### config.mk
export PLATFORM = sky130hd
export DESIGN_NAME = arb_mux
export DESIGN_NICKNAME = d
export VERILOG_FILES = /design/src/rtl/arb_mux_pkg.sv /design/src/rtl/rr_arb.sv /design/src/rtl/arb_mux.sv
export SDC_FILE = /design/constraint.sdc
export NUM_CORES = 1
export LEC_CHECK = 0
export ABC_AREA = 1
export BUFFER_PORTS_ARGS = -buffer_cell sky130_fd_sc_hd__buf_2
export CORE_MARGIN = 2
export CORE_UTILIZATION = 45
export CTS_BUF_LIST = sky130_fd_sc_hd__clkbuf_4 sky130_fd_sc_hd__clkbuf_8
export DETAILED_ROUTE_END_ITERATION = 10
export GPL_ROUTABILITY_DRIVEN = 0
export GPL_TIMING_DRIVEN = 1
export MAX_ROUTING_LAYER = met4
export PLACE_DENSITY = 0.9
export RECOVER_POWER = 25
export SLEW_MARGIN = 20
export SYNTH_ARGS = -nofsm -noshare
export SYNTH_HDL_FRONTEND = slang
export SYNTH_SLANG_ARGS = --single-unit
### constraint.sdc
create_clock -name clk -period 2.2 [get_ports clk]
set_input_delay 0.11 -clock clk [delete_from_list [all_inputs] [get_ports clk]]
set_output_delay 0.11 -clock clk [all_outputs]
set_load 0.1 [all_outputs]
### src/rtl/arb_mux_pkg.sv
// Shared types and default sizing for the arb_mux round-robin arbitrating mux.
package arb_mux_pkg;

  typedef enum logic {
    Empty = 1'b0,
    Full  = 1'b1
  } state_e;

  localparam int unsigned DefaultWidth = 8;
  localparam int unsigned DefaultN     = 4;
  localparam int unsigned MaxN         = 16;

endpackage

### src/rtl/rr_arb.sv
// Combinational round-robin grant: first requester at ptr, ptr+1, ... wrapping modulo N.
module rr_arb #(
  parameter int unsigned N = 4
) (
  input  logic [N-1:0]         req,
  input  logic [$clog2(N)-1:0] ptr,
  output logic [N-1:0]         grant,
  output logic [$clog2(N)-1:0] idx
);

  localparam int unsigned SELW = $clog2(N);

  // One spare bit so ptr + i can exceed N-1 before the modulo fold.
  logic [SELW:0] cand;
  logic          found;

  always_comb begin
    grant = '0;
    idx   = '0;
    found = 1'b0;
    cand  = '0;
    for (int unsigned i = 0; i < N; i++) begin
      cand = {1'b0, ptr} + (SELW+1)'(i);
      if (cand >= (SELW+1)'(N)) begin
        cand = cand - (SELW+1)'(N);
      end
      if (!found && req[cand[SELW-1:0]]) begin
        found                   = 1'b1;
        grant[cand[SELW-1:0]]   = 1'b1;
        idx                     = cand[SELW-1:0];
      end
    end
  end

endmodule

### src/rtl/arb_mux.sv
// Round-robin N:1 arbitrating mux feeding one registered output slot (EMPTY/FULL).
// Define ARB_MUX_HOLD_EN to add a hold input that locks the grant to the last-served channel.
module arb_mux
  import arb_mux_pkg::*;
#(
  parameter int unsigned WIDTH = DefaultWidth,
  parameter int unsigned N     = DefaultN
) (
  input  logic                    clk,
  input  logic                    reset_n,
`ifdef ARB_MUX_HOLD_EN
  input  logic                    hold,
`endif
  input  logic [N-1:0]            in_valid,
  input  logic [N-1:0][WIDTH-1:0] in_data,
  output logic [N-1:0]            in_ready,
  output logic                    out_valid,
  output logic [WIDTH-1:0]        out_data,
  output logic [$clog2(N)-1:0]    out_sel,
  input  logic                    out_ready
);

  localparam int unsigned SELW = $clog2(N);

  if (N < 2 || N > MaxN) begin : gen_bad_n
    $error("arb_mux: N must be in 2..%0d", MaxN);
  end

  state_e           state_q, state_d;
  logic [WIDTH-1:0] data_q, data_d;
  logic [SELW-1:0]  sel_q, sel_d;
  logic [SELW-1:0]  ptr_q, ptr_d;
  logic [SELW-1:0]  gnt_idx;
  logic [N-1:0]     req, grant;
  logic             can_accept, xfer, hold_act;

`ifdef ARB_MUX_HOLD_EN
  // sel_q only names a real channel once something has been transferred since reset.
  logic served_q;

  assign hold_act = hold & served_q;
  assign req      = hold_act ? (in_valid & (N'(1) << sel_q)) : in_valid;

  always_ff @(posedge clk or negedge reset_n) begin
    if (!reset_n) begin
      served_q <= 1'b0;
    end else if (xfer) begin
      served_q <= 1'b1;
    end
  end
`else
  assign hold_act = 1'b0;
  assign req      = in_valid;
`endif

  rr_arb #(
    .N (N)
  ) u_rr_arb (
    .req   (req),
    .ptr   (ptr_q),
    .grant (grant),
    .idx   (gnt_idx)
  );

  assign can_accept = (state_q == Empty) | out_ready;
  assign in_ready   = can_accept ? grant : '0;
  assign xfer       = |(in_valid & in_ready);

  always_comb begin
    state_d = state_q;
    data_d  = data_q;
    sel_d   = sel_q;
    ptr_d   = ptr_q;
    if (xfer) begin
      state_d = Full;
      data_d  = in_data[gnt_idx];
      sel_d   = gnt_idx;
      if (!hold_act) begin
        ptr_d = (gnt_idx == SELW'(N - 1)) ? '0 : gnt_idx + SELW'(1);
      end
    end else if (state_q == Full && out_ready) begin
      state_d = Empty;
    end
  end

  always_ff @(posedge clk or negedge reset_n) begin
    if (!reset_n) begin
      state_q <= Empty;
      data_q  <= '0;
      sel_q   <= '0;
      ptr_q   <= '0;
    end else begin
      state_q <= state_d;
      data_q  <= data_d;
      sel_q   <= sel_d;
      ptr_q   <= ptr_d;
    end
  end

  assign out_valid = (state_q == Full);
  assign out_data  = data_q;
  assign out_sel   = sel_q;

endmodule

==> summary.md, run 1 <==
The highest fanout seen on the critical path is 8, and the post-detailed-route count of antenna-violating nets is 0. The total overflow left after global routing is 0. The worst register-to-register path begins at ptr_q[1]$_DFFE_PN0P_. The number of input and output port buffers inserted was 53.

The mean routed wirelength per cell is 14.1 microns. The tools report the antenna diode instance count as 0. For this run, the post-layout net count is 311.

The total via count after detailed routing came out at 1,654. The floorplan step defined a die boundary enclosing 3300 sq um. After detailed routing, the number of remaining DRC violations is 0. The clock arrives with 0.00196 ns of skew. Following the worst setup path forward leads to its endpoint at in_ready[1]. Path length in cells of the critical path: 13. Counting flops and latches in the post-synthesis netlist gives 13.

STA puts the critical path data required time at 2.09 ns. After layout, the minimum clock period comes to 2.21 ns. The data arrival at the endpoint of the critical path came out at 2.10 ns. Of all cell types, the one taking the most synthesized area is dfrtp_1. The floorplan step set the die width to 57.4 microns.

The fraction of the yosys area taken by sequential cells was 0.253. Deepest clock path buffer count: 2. In this run the critical register-to-register path is captured at out_data[2]$_DFFE_PN0P_. After clock tree synthesis, the clock-pin slew on the worst setup and hold paths is 0.08 ns. Kind of end point of the critical path: an output port.

On the worst path, the slowest cell contributes a delay of 0.40 ns. Number of vias per cell: 5.61. The most repeated library cell on the critical path was nand2_1. The run gives 2730 sq um as the core footprint. The startpoint kind of the worst setup timing path is a flop.

Max-cap violations in this run came to 0. Once placement finished, the instance area stood at 1670 sq um. In this run, distinct cell masters in the synthesized netlist total 24. TritonCTS built the clock tree. The final standard cell utilization of the core came out at 0.674. The kind of cell with the highest combined delay along the critical path is simple AND/OR/NAND/NOR gates.

The run gives 0.224 as the aggregate global-route resource usage. After the first detailed-routing iteration, the DRC count stood at 126. Clock tree synthesis selected as its root buffer the cell clkbuf_4. The critical path contains buffers and inverters numbering 5 combined. At the later pin of the worst-skew pair, clock insertion delay measures 0.28 ns. The fraction of final layout cells with drive strength greater than 1 was 0.367; the number of levels the H-tree was split into was 1. The count of final hold-check violations was 0.

The logs give -0.00609 ns for the setup slack of the critical path after layout and 201 for the post-synthesis cell count. Yosys printed 0 warnings. In this run the register-to-register setup slack is 0.01 ns. Derived from the worst setup path, the maximum achievable clock frequency is 453 MHz. For this run, the number of standard cells in the final layout without fillers is 295. Counting the buffers created by CTS gives 3. With fillers left out, the area of the finished cells amounts to 1840 sq um. The top-area cell type share of the netlist area was 0.253; the number of pins with negative max-slew slack in the final report was 0. The synthesized net count was 247; the measured slew at the worst slew-check pin was 0.699 ns. The post-route clock period utilization was 1.00. The checks that failed: negative setup slack.

The first global-routing pass estimated 5820 microns of wire. In this run the worst hold path is classified as input port to flop. Library cell contributing the largest single delay on the critical path: dfrtp_1.

The headroom to the max-slew limit was 0.534. After synthesis, the cell types taking the most area are dfrtp_1 25%, nand2_1 25%, nand3_1 15%. The length of the first detailed-routing pass in iterations was 5. The signal on the critical path passes through inv_2, buf_6, nand2_1, nand3_4, nand2_8, inv_1, nand2_1, nor2_2, nand2_1, nand3_1, nand2_2, clkinvlp_4, buf_12.

Critical path class: flop to output port. For the number of setup violations in the final report, the log shows 1. Number of global-route vias before repair: 1,348. For the initial antenna violation count, the log shows 0. The initialized floorplan defines 19 standard-cell rows. The number of placed instances, taps included, is 286.

The wire length after detailed routing is 4160 microns. The run gives 19 as the largest net degree at the start of global routing. The worst hold slack is 0.160 ns.

Dividing the synthesized area by the synthesized cell count gives 6.39 sq um. Counting instances, the worst hold path has a depth of 5. The effective utilization at floorplan came out at 0.470. Counting every sink on the clock net gives 13.

The die height is 57.4 microns, and the cell depth of the worst flop-to-flop path is 13. The flow ran to the end, but the final reports show violations. Summed over all nets, the half-perimeter wirelength after detailed placement is 2720 microns.

From synthesis to final layout, the design area changed by 43.3%. For the number of I/O pins, the log shows 54. The synthesized netlist occupies a cell area of 1280 sq um.
-- final cells by class --
class                           count  area, sq um
Clock buffer                        4         30.0
Fill cell                         225          892
Inverter                           18         87.6
Tap cell                           31         38.8
Sequential cell                    13          325
Timing Repair Buffer               62          410
Multi-Input combinational cell    167          950
-- cells in the mapped netlist, drive strengths merged --
master and instances:
nand2 94, nand3 42, inv 18, dfrtp 13, ha 7, o21ai 6
a21boi 5, nand4 5, buf 4, nor2 4, a21oi 2, xor2 1
-- repair_timing --
item,CTS,global route
pin swaps,0,1
buffers inserted,0,3
setup endpoints to repair,2,17
hold buffers,1,0
endpoints found under the hold margin,13,0
cloned,0,1
gates resized for setup,2,21
-- worst register-to-register path, stage by stage (launching register included) --
cell     delay, ns
dfrtp_1       0.39
inv_2         0.08
ha_4          0.30
inv_2         0.06
nand2_1       0.11
nand2_4       0.09
nor2_8        0.13
nand4_1       0.24
nand2_8       0.24
inv_6         0.09
nand2_1       0.09
nand3_1       0.11
nand3_1       0.11
nand2_1       0.05
-- state kept, by name (all words and copies together) (netlist names), named ones only --
signal / cells
out_valid: 1
out_sel: 2
ptr_q: 1
out_data: 8
-- layout by cell type, fill, tap and decap left out, types with 4 or more instances in the layout --
cell type / count
nand2_1: 81
buf_2: 48
nand3_1: 38
dfrtp_1: 13
inv_1: 9
nand2_2: 9
ha_1: 6
buf_4: 6
nand4_1: 5
buf_12: 5
inv_2: 4
clkinvlp_4: 4
clkbuf_4: 4
-- routing by layer --
| metal | GRT usage | part of all wire | vias up | wire (microns) |
|---|---|---|---|---|
| met5 | - | 0 | - | 0 |
| met4 | 0.0465 | 0.024 | 0 | 100 |
| met3 | 0.0317 | 0.098 | 21 | 406 |
| met2 | 0.383 | 0.50 | 124 | 2100 |
| met1 | 0.279 | 0.37 | 725 | 1560 |
| li1 | - | - | 784 | - |
-- kinds of logic after synthesis --
group	share of synthesized area
XOR/XNOR	0.00682
adder cells (fa/ha/maj)	0.0682
AND/OR/NAND/NOR	0.530
flip-flops	0.253
buffers and inverters	0.0818
AO/OA/AOI/OAI	0.0604
-- per-stage QoR --
step,worst slack (ns),setup TNS [ns]
2_1_floorplan,0.0177,0
3_5_place_dp,0.0512,0
3_3_place_gp,0.119,0
5_1_grt,-0.109,-1.14
4_1_cts,0.0225,0
6_report,-0.00609,-0.00609
-- worst min path at each step --
stage	start	to	slack (ns)
2_1_floorplan	reset_n	async pin	-0.19
3_3_place_gp	reset_n	out_data[0]$_DFFE_PN0P_	0.003
3_5_place_dp	reset_n	out_data[0]$_DFFE_PN0P_	0.01
4_1_cts	in_data[5]	out_data[5]$_DFFE_PN0P_	0.16
5_1_grt	in_data[30]	out_data[6]$_DFFE_PN0P_	0.18
6_report	in_data[31]	out_data[7]$_DFFE_PN0P_	0.16
Power of run 1 is not shown: default switching activity piles up to over one toggle a cycle in this logic, so the estimate is an artifact.
==> run 2: changes to the inputs <==
--- a/config.mk
+++ b/config.mk
@@ -5,10 +5,9 @@
 export SDC_FILE = /design/constraint.sdc
 export NUM_CORES = 1
 export LEC_CHECK = 0
-export ABC_AREA = 1
 export BUFFER_PORTS_ARGS = -buffer_cell sky130_fd_sc_hd__buf_2
 export CORE_MARGIN = 2
-export CORE_UTILIZATION = 45
+export CORE_UTILIZATION = 46
 export CTS_BUF_LIST = sky130_fd_sc_hd__clkbuf_4 sky130_fd_sc_hd__clkbuf_8
 export DETAILED_ROUTE_END_ITERATION = 10
 export GPL_ROUTABILITY_DRIVEN = 0
==> run 2 against run 1 <==
  * The flow finishes with violations (design-rule violations, negative setup slack)
  * Non-clock buffer count is 40 higher
  * Register-to-register slack worse by 0.68 ns
  * Cell count decreased by 9.8%
  * Global-route usage increased by 8.6 points
  * Clock-buffer cell count is the same
  * Worst setup slack got worse by 0.67 ns
  * First-iteration DRC count increased by 4.8%
  * Largest cell class unchanged
==> summary.md, run 2 <==
The flow ran to the end, but the final reports show violations. The final reports fail on design-rule violations, negative setup slack. Root buffer cell: clkbuf_4.

The final period demand of the worst path was 2.87 ns (+0.666 ns). For the clock skew, the log shows 0.00277 ns (+0.000807 ns). The register bit total from synthesis is 13 (unchanged). The length of the first detailed-routing pass in iterations is 9 (+4). The count of maximum capacitance violations was 0 (unchanged). The async set or reset register ratio after synthesis came out at 1.00 (unchanged). The post-route clock period utilization is 1.31 (+0.303). For the instance count after placement with tap cells included, the log shows 245 (-14%). For the final setup TNS, the log shows -10.20 ns (-10.20 ns). STA classifies the critical path endpoint as a flop. Worst path required time: 2.37 ns (+0.28 ns). The run gives 3460 sq um (+4.8%) as the die outline area.

The mean routed wirelength per cell works out to 22.4 microns (+59%). TritonCTS built the clock tree. The tools report the largest net degree at the start of global routing as 14 (-5). The count of flip-flops with a built-in enable after synthesis works out to 0 (unchanged). Setup repair after global routing could not meet its margin everywhere. Sorting the synthesized cells by how often they occur yields 27 x mux2i_1, 13 x dfrtp_1, 10 x a21oi_1.

The number of pins with negative max-slew slack in the final report was 0 (unchanged). Cell taking the most area after synthesis: dfrtp_1. The number of nets in the layout was 282 (-9.3%). The row count was 19 (unchanged); the wire length of the first global-routing pass was 7630 microns (+31%). The run gives 266 (-9.8%) as the final non-filler cell total. The number of input and output port buffers inserted is 53 (unchanged), and the number of global-route vias before repair is 1,606 (+19%).

The distinct cell type count after synthesis is 37 (+54%). The highest fanout seen on the critical path works out to 6 (-2). Wire length after detailed routing: 5970 microns (+43%). The critical path class is flop to flop. The number of I/O pins is 54 (unchanged). For the setup slack of the critical path after layout, the log shows -0.672 ns (-0.666 ns).

Largest stage delay on the critical path: 0.45 ns (+0.05 ns). The tools report the post-detailed-route count of antenna-violating nets as 0 (unchanged). The initial detailed-routing violation count came out at 132 (+4.8%).

Startpoint kind of the worst setup timing path: a flop. For the count of final hold-check violations, the log shows 0 (unchanged). For the number of warnings printed during yosys synthesis, the log shows 0 (unchanged). Traced cell by cell, the critical path runs through clkinv_4, ha_4, mux4_2, or3b_4, a2bb2oi_4, a22o_1, a211o_1, and2b_4, mux2_4. The initial antenna violation count is 0 (unchanged), and the post-synthesis instance area is 1380 sq um (+7.5%). Fraction of final layout cells with drive strength greater than 1: 0.651 (+0.284).

The number of buffers and inverters on the critical path came out at 1 (-4). The leading cell type in the layout, fill and taps excluded was buf_2. The worst slack at placement came out at -0.579 ns (-0.630 ns). The half-perimeter wire length of the detailed placement result was 3070 microns (+13%). For the post-synthesis cell count, the log shows 139 (-31%).

The average cell area after synthesis works out to 9.94 sq um (+55%). The number of vias per cell is 6.23 (+11%). The top-area cell type share of the netlist area is 0.236 (-0.0177), and the number of setup violations in the final report is 17 (+16).

Number of levels the H-tree was split into: 1 (unchanged). The data arrival at the endpoint of the critical path is 3.04 ns (+0.94 ns). Library cell contributing the largest single delay on the critical path: dfrtp_2. The number of flip-flops in the largest register is 8 (unchanged).

Among all flip-flop cells after synthesis, the most frequent one is dfrtp_1. The effective utilization at floorplan is 0.492 (+0.0224), and the core footprint is 2810 sq um (+2.6%). Yosys attributes the largest share of cell area to dfrtp_1 24%, mux2i_1 20%, mux2_4 7.6%. The die width was 58.8 microns (+2.4%); the synthesized net count was 185 (-25%). Aggregate global-route resource usage: 0.310 (+0.0860).

The die height was 58.8 microns (+2.4%); the antenna diode instance count was 0 (unchanged). The signed area change from the synthesized netlist to the final layout was 68.2%. The most instantiated library cell after synthesis is mux2i_1. The final global-route overflow total came out at 0 (unchanged). The logs give 13 (unchanged) for the CTS sink count and 348 MHz (-23%) for the fmax.

The tools report the deepest clock path buffer count as 2 (unchanged). The clock latency on the worst-skew pair is 0.28 ns (about the same). The family with the most delay on the worst path is multiplexers. The tools report the fraction of the yosys area taken by sequential cells as 0.236 (-0.0177). The tools report the number of remaining DRC errors as 2 (+2). Worst min-delay path class: input port to flop. The headroom to the max-slew limit came out at 0.381 (-0.153). For the number of buffers added by the clock tree synthesis step, the log shows 3 (unchanged). The total via count after detailed routing came out at 1,656 (+0.12%). The top cell types in the final layout, fill and taps aside, are 48 x buf_2, 41 x buf_4, 26 x mux2i_1, 12 x dfrtp_1, 9 x mux2_4. The clock transition time at the flip-flop clock pins of the worst setup and hold paths was 0.09 ns (about the same); the measured slew at the worst slew-check pin was 0.927 ns (+0.228 ns).
[run 2: cell types whose count changed in the layout (fill, tap and decap cells not counted), moves of 8 or more]
cell,change
nand3_1,-38
buf_4,+35
a21oi_2,+8
nand2_2,-8
nand2_1,-76
mux2_4,+9
mux2i_1,+26
[run 2: through the flow]
stage | utilization | hold WS, ns | area, sq um
floorplan | - | -0.186 | 1450
global placement | 0.709 | 0.000599 | 1990
detailed placement | 0.709 | 0.0152 | 1990
CTS | 0.788 | 0.250 | 2210
global route | 0.828 | 0.288 | 2320
finish | 0.828 | 0.275 | 2320
[run 2: area by class of cell]
type	instances	area (sq um)
repair buffers	102	742
multi-input cells	109	1150
flip-flops and latches	13	327
clock buffers	4	30.0
well taps	31	38.8
fillers	146	482
inverters	7	31.3
[run 2: final timing paths]
kind | from | end | slack [ns] | cells after the start
worst max register to register | flop | out_data[5]$_DFFE_PN0P_ | -0.67 | 9
worst min register to register | out_data[7]$_DFFE_PN0P_ | out_data[7]$_DFFE_PN0P_ | 0.52 | 1
worst max-delay path | flop | out_data[5]$_DFFE_PN0P_ | -0.67 | 9
min in group asynchronous | reset_n | out_data[5]$_DFFE_PN0P_ | 0.43 | 2
max in group asynchronous | reset_n | async pin | 1.25 | 2
worst min-delay path | in_data[8] | out_data[0]$_DFFE_PN0P_ | 0.27 | 4
[run 2: worst reg2reg max path, delay by kind of cell, from the launching register on]
family	cells	cell delay, ns
multiplexers	2	0.73
flip-flops	1	0.45
buffers and inverters	1	0.08
AND/OR/NAND/NOR	2	0.70
AO/OA/AOI/OAI	3	0.54
adder cells (fa/ha/maj)	1	0.27
[run 2: repair_timing]
item                                    in CTS  in global routing
hold buffers                                 1                  0
resized for setup                           22                 16
buffers inserted                             9                  7
cloned                                       1                  0
endpoints found under the setup margin      17                 17
pin swaps                                    7                 13
endpoints found under the hold margin       13                  0
[run 2: per-layer routing]
| layer | vias to the layer above | track usage | wire (microns) |
|---|---|---|---|
| li1 | 706 | - | - |
| met2 | 130 | 0.568 | 2960 |
| met3 | 38 | 0.0593 | 481 |
| met4 | 0 | 0.182 | 467 |
| met5 | - | - | 0 |
| met1 | 782 | 0.296 | 2060 |
[run 2: kinds of logic after synthesis]
family,after synthesis,synth area share
adder cells (fa/ha/maj),7,0.0634
buffers and inverters,18,0.0906
AND/OR/NAND/NOR,29,0.113
multiplexers,39,0.337
flip-flops,13,0.236
AO/OA/AOI/OAI,32,0.154
XOR/XNOR,1,0.00634
Power of run 2 is left out for the same reason.
==> run 3: changes to the inputs <==
==> constraint.sdc (replaced) <==
create_clock -name clk -period 2.2 [get_ports clk]
set_input_delay 0.11 -clock clk [delete_from_list [all_inputs] [get_ports clk]]
set_output_delay 0.11 -clock clk [all_outputs]
set_load 0.005 [all_outputs]
==> run 3 against run 2 <==
  * The flow still finishes with violations (design-rule violations, negative setup slack)
  * Maximum frequency rose by 5.5%
  * Clock-buffer cell count fell by 1
  * Via count fell by 12%
  * Highest routed layer unchanged
==> summary.md, run 3 (synthesis gave the netlist of run 2 again) <==
The run finished, with violations left. The clock latency on the worst-skew pair is 0.30 ns (+0.02 ns), and the aggregate global-route resource usage is 0.265 (-0.0450). The power density relative to cell area came out at 1790 nW/um^2. TritonCTS built the clock tree.

The worst min-delay path class was input port to flop. Setup repair after global routing could not meet its margin everywhere. For the core footprint, the log shows 2810 sq um (unchanged). Root buffer cell: clkbuf_4.

The final period demand of the worst path was 2.72 ns (-0.150 ns); the clock transition time at the flip-flop clock pins of the worst setup and hold paths was 0.09 ns (about the same). The number of remaining DRC errors is 2 (unchanged). For the count of final hold-check violations, the log shows 0 (unchanged). The slack of the worst reg-to-reg path came out at -0.52 ns (+0.15 ns). For the largest net degree at the start of global routing, the log shows 18 (+4). The measured slew at the worst slew-check pin is 0.695 ns (-0.232 ns), and the number of I/O pins is 54 (unchanged).

The number of vias per cell is 5.57 (-11%). The cell depth of the worst flop-to-flop path was 9 (unchanged); the effective utilization at floorplan was 0.492 (unchanged). The tools report the number of global-route vias before repair as 1,489 (-7.3%). The worst setup path is launched from a flop.

For the wire length after detailed routing, the log shows 4230 microns (-29%). The global-route track usage on met2 is 0.460 (-0.108), and the fmax is 367 MHz (+5.5%). The run gives 0.0112 ns (+0.00841 ns) as the clock skew.

The run gives 0.764 (-0.0642) as the final standard cell utilization of the core. The total via count after detailed routing was 1,464 (-12%); the antenna diode instance count was 0 (unchanged). The area growth from synthesis to layout is 55.2%. The post-route clock period utilization was 1.24 (-0.0680); the worst path required time was 2.39 ns (+0.02 ns). The count of maximum capacitance violations was 0 (unchanged). The worst hold path startpoint was in_data[9]. The mean routed wirelength per cell came out at 16.1 microns (-28%).

Leaving out fill and tap cells, the most frequent cell in the layout is buf_2. The run gives 3 (unchanged) as the number of buffers added by the clock tree synthesis step. The endpoint identified for the worst register-to-register timing path is out_data[1]$_DFFE_PN0P_.

The half-perimeter wire length of the detailed placement result is 2900 microns (-5.4%), and the number of levels the H-tree was split into is 1 (unchanged). Worst slack at placement: -0.515 ns (+0.0635 ns). The run gives 0 (unchanged) as the number of pins with negative max-slew slack in the final report.

The post-detailed-route count of antenna-violating nets was 0 (unchanged). The number of flip-flops in the largest register is 8 (unchanged), and the count of filler cells inserted in the layout is 205 (+40%). The die width was 58.8 microns (unchanged); the fraction of final layout cells with drive strength greater than 1 was 0.603 (-0.0476).

The run gives 245 (unchanged) as the instance count after placement with tap cells included. The kind of end point of the critical path was a flop. The path with the worst hold slack has its endpoint at out_data[1]$_DFFE_PN0P_. The final non-filler cell total is 263 (-1.1%).

Final global-route overflow total: 0 (unchanged). The deepest clock path buffer count is 2 (unchanged), and the standby leakage power is 1.08 nW. The global-route met3 utilization is 0.0308 (-0.0286), and the initial detailed-routing violation count is 75 (-43%). The data arrival at the endpoint of the critical path was 2.91 ns (-0.13 ns); the setup slack of the critical path after layout was -0.523 ns (+0.150 ns). For the global routing usage on met1, the log shows 0.310 (+0.0136). The layer with the highest usage was met2. The run gives 3460 sq um (unchanged) as the die outline area. The wire length of the first global-routing pass was 6730 microns (-12%); the maximum vdd ir drop was 937 uV. The tools report the initial antenna violation count as 0 (unchanged). The final reports fail on design-rule violations, negative setup slack. The length of the first detailed-routing pass in iterations was 7 (-2). The number of input and output port buffers inserted is 53 (unchanged).

The top cell types in the final layout, fill and taps aside, are 52 x buf_2, 40 x buf_4, 27 x mux2i_1, 12 x dfrtp_1, 9 x mux2_4. The tools report the number of setup violations in the final report as 17 (unchanged). The number of nets in the layout is 279 (-1.1%), and the highest fanout seen on the critical path is 5 (-1).

The row count was 19 (unchanged); the CTS sink count was 13 (unchanged). The final setup TNS is -7.17 ns (+3.03 ns), and the number of cells on the worst hold path is 4 (unchanged). The critical path is of the flop to flop type.

The headroom to the max-slew limit was 0.536 (+0.156); the die height was 58.8 microns (unchanged).
[run 3: cell count changes in the layout (fill, tap and decap cells not counted), moves of 3 or more]
cell and change:
nor2_4 -3, buf_12 -5, buf_2 +4, nor2_1 +4
[run 3: routing by layer]
metal | part of all wire | routed length [microns]
met4 | 0.013 | 57
met2 | 0.52 | 2210
met3 | 0.048 | 205
met1 | 0.41 | 1760
met5 | 0 | 0
[run 3: through the flow]
step | area, sq um | hold WS, ns | total power [mW]
global placement | 1890 | 0.00222 | 2.93
global route | 2140 | 0.278 | 4.08
floorplan | 1420 | -0.186 | 2.24
detailed placement | 1890 | 0.00962 | 3.02
finish | 2140 | 0.244 | 3.83
CTS | 2040 | 0.216 | 3.45
[run 3: layout make-up]
type / instances / area (sq um) / share of cell area
Inverter: 7 / 31.3 / 0.0146
Clock inverter: 1 / 5.00 / 0.00234
Clock buffer: 3 / 22.5 / 0.0105
Multi-Input combinational cell: 109 / 1080 / 0.504
Tap cell: 31 / 38.8 / 0.0181
Timing Repair Buffer: 99 / 639 / 0.298
Sequential cell: 13 / 327 / 0.152
[run 3: what timing repair did]
action                                  CTS  global route
pin swaps                                 9             6
buffers inserted                          7             5
endpoints found under the setup margin   17            17
gates resized for setup                  14            13
endpoints found under the hold margin    13             0
cloned                                    1             0
hold buffers                              1             0
[run 3: how the worst max path moves through the flow]
| stage | start | to | slack [ns] |
|---|---|---|---|
| 2_1_floorplan | flop | out_data[0]$_DFFE_PN0P_ | -0.75 |
| 3_3_place_gp | flop | out_data[7]$_DFFE_PN0P_ | -0.45 |
| 3_5_place_dp | flop | out_sel[1]$_DFFE_PN0P_ | -0.52 |
| 4_1_cts | flop | out_sel[1]$_DFFE_PN0P_ | -0.45 |
| 5_1_grt | flop | ptr_q[1]$_DFFE_PN0P_ | -0.61 |
| 6_report | flop | out_data[1]$_DFFE_PN0P_ | -0.52 |
[run 3: power by group]
| part | leakage, nW | internal [mW] | switching [mW] |
|---|---|---|---|
| combinational | 0.916 | 1.82 | 1.39 |
| sequential | 0.149 | 0.374 | 0.0894 |
| clock | 0.0177 | 0.0679 | 0.0863 |
| total | 1.08 | 2.26 | 1.56 |
[run 3: critical path, cell delays in order (launching register included)]
cell      delay (ns)
dfrtp_2         0.43
inv_6           0.04
ha_4            0.25
mux4_2          0.36
buf_6           0.16
a221oi_4        0.32
o22ai_2         0.12
a211o_1         0.32
and2b_2         0.28
mux2_4          0.31
(Power assumes the default switching activity.)
